File: src/rtl/matrix_scan_controller.sv
`default_nettype none
// ============================================================================
// Module   : matrix_scan_controller
// Brief    : Column-multiplexed 5x7 dot-matrix scan controller; optional
//            slow vertical scroll of the shown character (MATRIX_SCROLL_EN).
// Revision : 1.0 - initial release
// ============================================================================
module matrix_scan_controller #(
    parameter int DWELL           = 1000,
    parameter int FRAMES_PER_STEP = 64
) (
    input  logic        clk,
    input  logic        rst,
    input  logic        char_valid,
    input  logic [34:0] char_data,
    output logic        char_ready,
    output logic        ch1,
    output logic        ch0,
    output logic [6:0]  bits,
    output logic        d,
    output logic [4:0]  col_en,
    output logic        frame_done
);

    typedef enum logic [1:0] {
        ST_IDLE    = 2'd0,
        ST_LOAD    = 2'd1,
        ST_DWELL   = 2'd2,
        ST_ADVANCE = 2'd3
    } state_t;

    localparam logic [15:0] c_dwell_last = 16'(DWELL - 1);
    localparam logic [2:0]  c_last_col   = 3'd4;

    state_t      r_state;
    state_t      w_state_nxt;
    logic [2:0]  r_col;
    logic [15:0] r_cnt;
    logic [34:0] r_buf;
    logic [6:0]  w_col_bits;
    logic        w_accept;
    logic        w_frame_end;

    assign w_accept    = char_valid & char_ready;
    assign w_frame_end = (r_state == ST_ADVANCE) && (r_col == c_last_col);
    assign d           = 1'b0;

    always_comb begin
        case (r_col)
            3'd0:    w_col_bits = r_buf[6:0];
            3'd1:    w_col_bits = r_buf[13:7];
            3'd2:    w_col_bits = r_buf[20:14];
            3'd3:    w_col_bits = r_buf[27:21];
            3'd4:    w_col_bits = r_buf[34:28];
            default: w_col_bits = 7'd0;
        endcase
    end

    // Modes 10 (shift) and 11 (rotate) are never used: ch1 stays low.
    always_comb begin
        w_state_nxt = r_state;
        ch1         = 1'b0;
        ch0         = 1'b0;
        bits        = 7'd0;
        col_en      = 5'd0;
        char_ready  = 1'b0;
        frame_done  = 1'b0;
        case (r_state)
            ST_IDLE: begin
                char_ready = 1'b1;
                if (char_valid) w_state_nxt = ST_LOAD;
            end
            ST_LOAD: begin
                ch0         = 1'b1;
                bits        = w_col_bits;
                w_state_nxt = ST_DWELL;
            end
            ST_DWELL: begin
                col_en = 5'd1 << r_col;
                if (r_cnt == c_dwell_last) w_state_nxt = ST_ADVANCE;
            end
            ST_ADVANCE: begin
                char_ready  = w_frame_end;
                frame_done  = w_frame_end;
                w_state_nxt = ST_LOAD;
            end
            default: w_state_nxt = ST_IDLE;
        endcase
    end

`ifdef MATRIX_SCROLL_EN
    localparam logic [7:0] c_fps_last = 8'(FRAMES_PER_STEP - 1);

    logic [7:0]  r_frame_cnt;
    logic [34:0] w_rot;
    logic        w_step;

    for (genvar g = 0; g < 5; g++) begin : g_rot
        assign w_rot[7*g +: 7] = {r_buf[7*g +: 6], r_buf[7*g + 6]};
    end

    assign w_step = w_frame_end && (r_frame_cnt == c_fps_last);

    always_ff @(posedge clk) begin
        if (rst)                  r_frame_cnt <= 8'd0;
        else if (w_accept)        r_frame_cnt <= 8'd0;
        else if (w_step)          r_frame_cnt <= 8'd0;
        else if (w_frame_end)     r_frame_cnt <= r_frame_cnt + 8'd1;
    end
`endif

    always_ff @(posedge clk) begin
        if (rst) begin
            r_state <= ST_IDLE;
            r_col   <= 3'd0;
            r_cnt   <= 16'd0;
            r_buf   <= 35'd0;
        end else begin
            r_state <= w_state_nxt;
            case (r_state)
                ST_IDLE: begin
                    r_col <= 3'd0;
                    if (w_accept) r_buf <= char_data;
                end
                ST_LOAD:  r_cnt <= 16'd0;
                ST_DWELL: r_cnt <= r_cnt + 16'd1;
                ST_ADVANCE: begin
                    r_col <= (r_col == c_last_col) ? 3'd0 : r_col + 3'd1;
                    // A new character at the frame boundary beats a scroll step.
                    if (w_accept) r_buf <= char_data;
`ifdef MATRIX_SCROLL_EN
                    else if (w_step) r_buf <= w_rot;
`endif
                end
                default: ;
            endcase
        end
    end

endmodule
`default_nettype wire

File: config.mk
export PLATFORM = sky130hd
export DESIGN_NAME = matrix_scan_controller
export DESIGN_NICKNAME = d
export VERILOG_FILES = /design/src/rtl/matrix_scan_controller.sv
export SDC_FILE = /design/constraint.sdc
export NUM_CORES = 1
export LEC_CHECK = 0
export CORE_ASPECT_RATIO = 0.9
export CORE_MARGIN = 2
export CORE_UTILIZATION = 55
export DETAILED_ROUTE_END_ITERATION = 8
export PLACE_DENSITY = 0.93
export SYNTH_ARGS = -nofsm -noshare
export SYNTH_HDL_FRONTEND = slang
export SYNTH_SLANG_ARGS = --single-unit
File: constraint.sdc
create_clock -name clk -period 3.9 [get_ports clk]
set_input_delay 0.585 -clock clk [delete_from_list [all_inputs] [get_ports clk]]
set_output_delay 0.585 -clock clk [all_outputs]
set_load 0.02 [all_outputs]
Word level (Yosys, flattened, before mapping)
Index checks and enable logic that the tools add are counted.
{ "word_totals": {"register_bits": 56, "inputBits": 38, "output_inout_bits": 17, "word_cells": 38} }
{ "classes": {"n_addsub": 2, "eq_ne": 10, "shifts": 1, "muxes": 12, "bitwise_logic": 1, "reduce_logical": 8} }
{ "op_table": {"columns": ["cell", "count"], "rows": [
  ["$pmux 7 s5", 1],
  ["$pmux 16 s2", 1],
  ["$add 16x1->16 const B", 1],
  ["$eq 16x10->1 const B", 1],
  ["$pmux 2 s4", 1],
  ["$mux 7", 1],
  ["$eq 3x2->1 const B", 2],
  ["$pmux 3 s2", 1],
  ["$mux 5", 1],
  ["$shl 1x3->5 const A", 1],
  ["$eq 2x2->1 const B", 2],
  ["$mux 2", 2],
  ["$ne 2x2->1 const B", 2],
  ["$reduce_and 2->1", 2],
  ["$reduce_bool 2->1", 2],
  ["$add 3x1->3 const B", 1],
  ["$eq 3x1->1 const B", 1],
  ["$eq 3x3->1 const B", 1],
  ["$logic_not 3->1", 1],
  ["$mux 3", 1],
  ["$eq 2x1->1 const B", 1],
  ["$logic_not 2->1", 1],
  ["$mux 1", 2],
  ["$pmux 1 s2", 1],
  ["other kinds (3)", 3]
]} }

Logic depth before layout (Yosys ltp)
Gate-level depths: netlist of the first run.
{ "logic_depth": {"depth_word": 5, "ltp_mapped": 9, "depth_no_buf": 6} }

Worst setup path after synthesis of the first run
OpenSTA, ideal clock, no wires.
{ "synth_timing": {"path_kind": "flip-flop to output port", "start": "register r_col[0]", "end": "output bits[1]", "arrival_time_ns": 1.616, "t_required_ns": 3.315, "setup_slack_ns": 1.699, "stages_incl_launch_ff": 8, "path_buffers": 2, "path_cell_list": "dfxtp_1 -> inv_1 -> ha_1 -> clkbuf_1 -> and2_1 -> clkbuf_1 -> a22oi_1 -> a31oi_1"} }
{ "synth_between": {"elab_chain_cells": 3, "elab_cells_between_ends": 7, "cone_classes": "4 x eq/ne; 2 x mux; 1 x reduce/logical"} }
{ "synth_rtl": {"columns": ["item", "line_no", "source"], "rows": [
  ["start, declared", "37", "logic [2:0] r_col;"],
  ["start signal, assigned", "128", "r_col <= (r_col == c_last_col) ? 3'd0 : r_col + 3'd1;"],
  ["$eq 3x3->1, or another cell as far along", "49", "case (r_col)"],
  ["$pmux 7 s5 (*)", "49", null],
  ["$mux 7 (*)", "68", "case (r_state)"],
  ["end, declared", "19", "output logic [6:0] bits,"]
]} }
Mark *: on every way between the ends. The rest lies on a longest branch, timed or not.

Worst setup path in the final report of the first run
{ "layout_timing": {"start": "register r_col[1]", "end": "output bits[3]"} }
Same word-level chain as after synthesis.

==> flow_summary.ini, run 1 <==
[floorplanning]
die_w_um = 76.81
initial_core_util_pct = 58.07
io_pins = 55
fp.dieArea_um2 = 5340
dieHeight_um = 69.53
row_count = 23
core_region_area_um2 = 4518

[layout]
seq_area_um2 = 1121
area_growth_pct = 23.51
drive_gt1_share_pct = 4.324
fillers = 333
n_antenna_cell = 0
final_common_cell = nand2_1
final_cell_mix = 87 x nand2_1, 56 x dfxtp_1, 52 x clkdlybuf4s50_1
multiInputGateArea_um2 = 1391
nets = 420

[power_and_ir_drop]
p_leak_uw = 0.001119
power_uw = 1736
power_density_nw_per_um2 = 535.6
ir_drop_mv = 0.3402

[clock_network]
root_buffer = clkbuf_8
post_cts_resized = 0
numCtsBuffers = 5
cts_setup_buffers = 0
clk_path_buf_depth = 2
cts.htree.levels = 2
cts_tree = done
clk_pin_slew_ns = 0.09
hold_buffers = 0
insertion_delay_ns = 0.31
numClockSinks = 56

[setup_path]
cp.arrival_ns = 2.67
critPathLaunchType = register
cp-end-kind = output port
required_ns = 3.31
cp_max_fo = 9
path_class = reg -> out

[placement]
dp_hpwl_mm = 4.533
numPortBuffers = 52
gp_congestion = 0.8411

[yosys]
ys_ff_latch = 56
synth_area_um2 = 2624
synthAdderAreaFrac_pct = 5.722
synth_compound_area_share_pct = 17.69
yosysWarnings = 0
yosysTopAreaCellShare_pct = 42.73
syn_avg_cell_area_um2 = 7.999
synth.largest_area_cell = dfxtp_1
synth_xor_area_share_pct = 3.672
seq_area_frac_synth_pct = 42.73
synthTopCellsByArea = dfxtp_1 43%, nand2_1 12%, a21oi_1 8.6%, ha_1 5.7%, a22oi_1 2.9%
synth_top_family_by_area = simple AND/OR/NAND/NOR gates
yosys-mux-area-fraction_pct = 0.3815
postSynthCellCount = 328
yosys.area_share.simple_pct = 25.27
yosysUniqueCellTypes = 40

[sta]
skew_ns = 0.004678
tightest_slew_ns = 0.7601
timing_max_transition_violations_final = 0
rsz0062_at_grt = no
fin_tns_setup_ns = 0
clock.fmax_mhz = 307.3
hold_viol = 0
fin_crit_sh_pct = 83.43
slew_headroom_pct = 48.77
period_minus_slack_ns = 3.254
holdWs_ns = 0.4685
setup_viol = 0

[global_route]
antenna_found_initial = 0
grt_first_pass_wirelength_mm = 10.89
grt_usage_pct = 25.19
grt_pass1_vias = 2299
grt_max_degree = 43
overflow = 0

[routing]
viasPerCell = 5.706
via_count = 2465
routed_wl_mm = 6.470
drt_iter0_markers = 275
postRouteAntennaNets = 0
drtPass1Iterations = 5
drc = 0
wire_per_inst_um = 14.98

[outcome]
status = finished clean

[worst_hold_path]
min_path_type = reg -> reg

[flow_run]
maxCapViolations = 0
## worst max-delay path, stage by stage (launching register included)
cell	delay, ns
dfxtp_1	0.42
inv_1	0.10
ha_1	0.17
nor2b_1	0.22
o41ai_2	0.72
a21oi_1	0.14
clkdlybuf4s50_1	0.59
## Yosys cell counts, drive strengths merged
cell type   n
or4         3
nand2b      1
conb        1
nand3       8
nand4       8
a22o        2
o211ai      1
mux2i       1
a31o        1
or2         1
dfxtp      56
a21o        1
o41ai       2
nand2      87
nor4        1
nor2b       4
buf         5
clkbuf     16
ha         12
o31ai       1
or3         4
xnor2       4
a31oi       5
nor2       14
nor3        2
o21ai       2
a311oi      1
inv         7
xor2        7
nand4b      1
and3        4
a21oi      45
a222oi      2
and2        6
a22oi      10
and4        2
## logic make-up after synthesis
logic type	Yosys count
fa+ha+maj	12
xor+xnor	11
mux	1
other cells	1
buf+inv	28
flops	56
compound gates	73
simple gates	146
## stage by stage
| stage | std cells | worst slack (ns) | area, µm² | util [%] |
|---|---|---|---|---|
| 2_1_floorplan | 329 | 1.699 | 2628 | - |
| 3_3_place_gp | 425 | 1.155 | 3159 | 69.93 |
| 3_5_place_dp | 425 | 1.044 | 3159 | 69.93 |
| 4_1_cts | 432 | 0.6897 | 3241 | 71.73 |
| 5_1_grt | 432 | 0.5070 | 3241 | 71.73 |
| 6_report | 432 | 0.6461 | 3241 | 71.73 |
## where the power goes
| part | internal (µW) | switching [µW] |
|---|---|---|
| Combinational | 264 | 419 |
| Clock | 122 | 184 |
| Sequential | 674 | 71.2 |
| Total | 1060 | 675 |
## flip-flops by register name, summed over array words and instances, names as in the netlist
name and flops:
r_buf 35, r_cnt 16, r_col 3, r_state 2
## final cells by class
cell class	count	share of cell area [%]
tap	62	2.394
clock inverter	2	0.3861
clock buffer	5	2.124
timing repair buffer	55	16.76
sequential	56	34.59
inverter	7	0.8108
multi-input combinational	245	42.93
## per-layer routing
layer	global-route usage (%)	up-vias	share of wire, %
met3	5.469	10	7.2
met2	39.96	114	48
met1	34.74	1139	44
met5	0	-	0
met4	6.869	0	1.3
li1	-	1202	-
## path summary, 6_finish.rpt
kind | startpoint | end | slack (ns) | cells past startpoint
min reg2reg | r_buf[34] | r_buf[34] | 0.47 | 2
max reg2reg | r_state[0] | r_cnt[9] | 1.61 | 6
max | r_col[1] | bits[3] | 0.65 | 6
min | r_buf[34] | r_buf[34] | 0.47 | 2
Note: power is estimated with default switching activity, not from simulation.
==> run 2, diff against run 1 <==
Settings changed: CORE_UTILIZATION 55 to 51, PLACE_DENSITY 0.93 to 0.88.
Clock period 3.9 ns to 3.42 ns, I/O delays scaled along.
==> flow_summary.ini, run 2 (synthesized netlist as in run 1, its figures left out) <==
[outcome]
status = finished clean

[layout]
final_common_cell = nand2_1
reg.largest.list = r_buf (35), r_cnt (16), r_col (3)
nets = 420
largest_register = r_buf
drive_gt1_share_pct = 4.324
finalCoreUtilization_pct = 67.25
largest_reg_flops = 35
area_growth_pct = 25.47
final_cell_area_um2 = 3292
n_antenna_cell = 0
final_cell_mix = 87 x nand2_1, 56 x dfxtp_1, 52 x clkdlybuf4s50_1

[placement]
dp_hpwl_mm = 4.576
gp_congestion = 0.8674
numPortBuffers = 52
placed_cell_area_um2 = 3163

[clock_network]
cts_setup_buffers = 0
cts_tree = done
post_cts_resized = 0
hold_buffers = 0
cts.htree.levels = 2
insertion_delay_ns = 0.31
numClockSinks = 56
numCtsBuffers = 5
clk_path_buf_depth = 2
root_buffer = clkbuf_8
clk_pin_slew_ns = 0.09

[floorplanning]
dieHeight_um = 72.05
initial_core_util_pct = 53.60
row_count = 24
io_pins = 55
core_region_area_um2 = 4895
fp.dieArea_um2 = 5735
die_w_um = 79.61

[routing]
routed_wl_mm = 6.377
drc = 0
postRouteAntennaNets = 0
via_count = 2435
viasPerCell = 5.598
drt_iter0_markers = 213
wire_per_inst_um = 14.66
drtPass1Iterations = 6

[global_route]
antenna_found_initial = 0
grt_pass1_vias = 2251
grt_first_pass_wirelength_mm = 10.38
overflow = 0
grt_usage_pct = 22.97
grt_max_degree = 42

[flow_run]
maxCapViolations = 0

[sta]
hold_viol = 0
slew_headroom_pct = 52.27
setup_viol = 0
clock.fmax_mhz = 321.6
fin_crit_sh_pct = 90.93
period_minus_slack_ns = 3.110
rsz0062_at_grt = no
timing_max_transition_violations_final = 0
fin_tns_setup_ns = 0
skew_ns = 0.01068
tightest_slew_ns = 0.7082

[setup_path]
cp-end-kind = output port
r2r-start = r_state[0]
cp_max_fo = 9
max_stage_delay_ns = 0.74
worstPathCellList = inv_1 -> ha_1 -> o41ai_2 -> a21oi_1 -> clkdlybuf4s50_1
crit_family = compound AO/OA/AOI/OAI gates
ff2ff_setup_slack_ns = 1.13
required_ns = 2.91
cp_slowest_cell = o41ai_2
timing.rr.end = r_cnt[9]
critPathLaunchType = register
cp.arrival_ns = 2.60
path_class = reg -> out
reg2reg_depth = 6
crit_buf_inv = 2

[power_and_ir_drop]
power_density_nw_per_um2 = 644.1
ir_drop_mv = 0.4166
power_uw = 2120
p_leak_uw = 0.001143

[worst_hold_path]
min_path_type = reg -> reg
holdPathEnd = r_buf[22]
min_path_cells = 2
hp-start = r_buf[22]
## run 2: area by class of cell
cell class,count,area (µm²)
Fill cell,416,1603
Multi-Input combinational cell,245,1391
Clock inverter,2,60.06
Inverter,7,26.28
Timing Repair Buffer,55,543.0
Tap cell,65,81.33
Sequential cell,56,1121
Clock buffer,5,68.82
## run 2: worst max-delay path by stage
stage              from  slack (ns)      end  depth (start not counted)
2_1_floorplan  r_col[0]        1.29  bits[1]                          7
3_3_place_gp   r_col[1]        0.73  bits[3]                          6
3_5_place_dp   r_col[2]        0.65  bits[3]                          5
4_1_cts        r_col[2]        0.31  bits[3]                          5
5_1_grt        r_col[2]        0.14  bits[3]                          5
6_report       r_col[0]        0.31  bits[3]                          5
## run 2: power by group
group	switching [µW]	total, µW	leakage (µW)	internal (µW)
clock network	210	498	0.0000642	288
registers	77.7	847	0.000455	769
logic	475	775	0.000624	301
## run 2: tightest hold or removal path, stage by stage, from the launching register on
cell and delay (ns):
dfxtp_1 0.32, nand2_1 0.05, a21oi_1 0.05
## run 2: metal layers
metal / up-vias / global-route usage (%) / part of all wire (%)
met4: 0 / 6.897 / 1.7
met3: 13 / 5.224 / 6.7
met5: - / 0 / 0
met1: 1124 / 31.02 / 44
met2: 98 / 36.97 / 47
li1: 1200 / - / -
## run 2: per-stage QoR
| step | setup WS (ns) | cells | hold slack, ns |
|---|---|---|---|
| global route | 0.1360 | 435 | 0.4859 |
| global placement | 0.7268 | 428 | 0.4432 |
| finish | 0.3104 | 435 | 0.4620 |
| floorplan | 1.291 | 329 | 0.4357 |
| CTS | 0.3112 | 435 | 0.4605 |
| detailed placement | 0.6531 | 428 | 0.4468 |
==> run 3, diff against run 2 <==
Settings changed: CORE_UTILIZATION 51 to 46, PLACE_DENSITY 0.88 to 0.84.
Clock period 3.42 ns to 2.78 ns, I/O delays scaled along.
==> flow_summary.ini, run 3 (synthesized netlist as in run 1, its figures left out) <==
[outcome]
status = finished clean

[setup_path]
cp_max_fo = 6
ff2ff_setup_slack_ns = 0.45
r2r-start = r_state[0]
timing.rr.end = r_cnt[9]
reg2reg_depth = 7
critPathLaunchType = register
cp.arrival_ns = 2.24
crit_path_start = r_col[0]
path_class = reg -> out
cp-end-kind = output port
required_ns = 2.36

[layout]
largest_register = r_buf
final_common_cell = nand2_1
drive_gt1_share_pct = 6.684
nets = 424
area_growth_pct = 27.61
finalCoreUtilization_pct = 59.84
n_antenna_cell = 0
reg.largest.list = r_buf (35), r_cnt (16), r_col (3)
fillers = 501
final_cell_mix = 87 x nand2_1, 55 x dfxtp_1, 47 x clkdlybuf4s50_1
largest_reg_flops = 35

[routing]
wire_per_inst_um = 14.29
drc = 0
drtPass1Iterations = 5
viasPerCell = 5.502
postRouteAntennaNets = 0
via_count = 2443
routed_wl_mm = 6.343
drt_iter0_markers = 159

[power_and_ir_drop]
power_density_nw_per_um2 = 789.5
ir_drop_mv = 0.4638
p_leak_uw = 0.001240

[floorplanning]
initial_core_util_pct = 46.89
io_pins = 55
die_w_um = 83.61
fp.dieArea_um2 = 6325
core_region_area_um2 = 5595
dieHeight_um = 75.65
row_count = 26

[placement]
dp_hpwl_mm = 4.550
numPortBuffers = 52
gp_congestion = 0.8535

[global_route]
grt_first_pass_wirelength_mm = 10.16
antenna_found_initial = 0
grt_pass1_vias = 2183
overflow = 0
grt_max_degree = 42
grt_usage_pct = 19.84

[worst_hold_path]
min_path_cells = 2
min_path_type = reg -> reg
hp-start = r_buf[14]
holdPathEnd = r_buf[14]

[clock_network]
post_cts_resized = 6
numCtsBuffers = 5
cts.htree.levels = 2
clk_pin_slew_ns = 0.09
root_buffer = clkbuf_8
numClockSinks = 56
insertion_delay_ns = 0.31
cts_tree = done
cts_setup_buffers = 0
clk_path_buf_depth = 2
hold_buffers = 0

[sta]
timing_max_transition_violations_final = 0
fin_crit_sh_pct = 95.62
skew_ns = 0.005651
hold_viol = 0
rsz0062_at_grt = no
period_minus_slack_ns = 2.658
holdWs_ns = 0.4592
setup_viol = 0
clock.fmax_mhz = 376.2
fin_tns_setup_ns = 0

[flow_run]
maxCapViolations = 0
-- run 3: metal layers --
layer	wire length [µm]	track usage (%)	vias up
met5	0	0	-
met1	2979	28.03	1148
met4	114	7.527	0
li1	-	-	1211
met2	2917	30.40	71
met3	332	4.009	13
-- run 3: cell type report --
| cell class | instances | area (µm²) | share of cell area (%) |
|---|---|---|---|
| well taps | 70 | 87.58 | 2.616 |
| inverters | 7 | 26.28 | 0.7848 |
| multi-input cells | 245 | 1405 | 41.97 |
| flip-flops and latches | 56 | 1122 | 33.52 |
| clock inverters | 2 | 60.06 | 1.794 |
| repair buffers | 59 | 578.1 | 17.26 |
| clock buffers | 5 | 68.82 | 2.055 |
-- run 3: where the power goes --
part	switching, µW	leakage [µW]	internal, µW
registers	98.0	0.000456	946
logic	593	0.000720	396
clock network	255	0.0000642	355
total	947	0.00124	1700
-- run 3: critical path: stages, from the launching register on --
cell             delay, ns
dfxtp_1               0.35
inv_1                 0.11
ha_1                  0.20
nor2b_1               0.21
buf_4                 0.18
a22oi_1               0.10
a31oi_1               0.18
clkdlybuf4s50_1       0.62
-- run 3: stage by stage --
stage               cells  power [µW]  worst slack [ns]  instance area (µm²)
global placement      437        2012            0.2978                 3199
global route          444        2814           0.02105                 3348
finish                444        2643            0.1217                 3348
detailed placement    437        2042            0.1939                 3199
floorplan             329        1704            0.7469                 2628
CTS                   444        2650           0.04089                 3336
-- run 3: worst max path at each step --
stage | to | slack, ns | cells after the start
4_1_cts | bits[2] | 0.04 | 6
5_1_grt | bits[5] | 0.02 | 7
6_report | bits[4] | 0.12 | 7
3_3_place_gp | bits[2] | 0.30 | 6
2_1_floorplan | bits[1] | 0.75 | 7
3_5_place_dp | bits[2] | 0.19 | 6
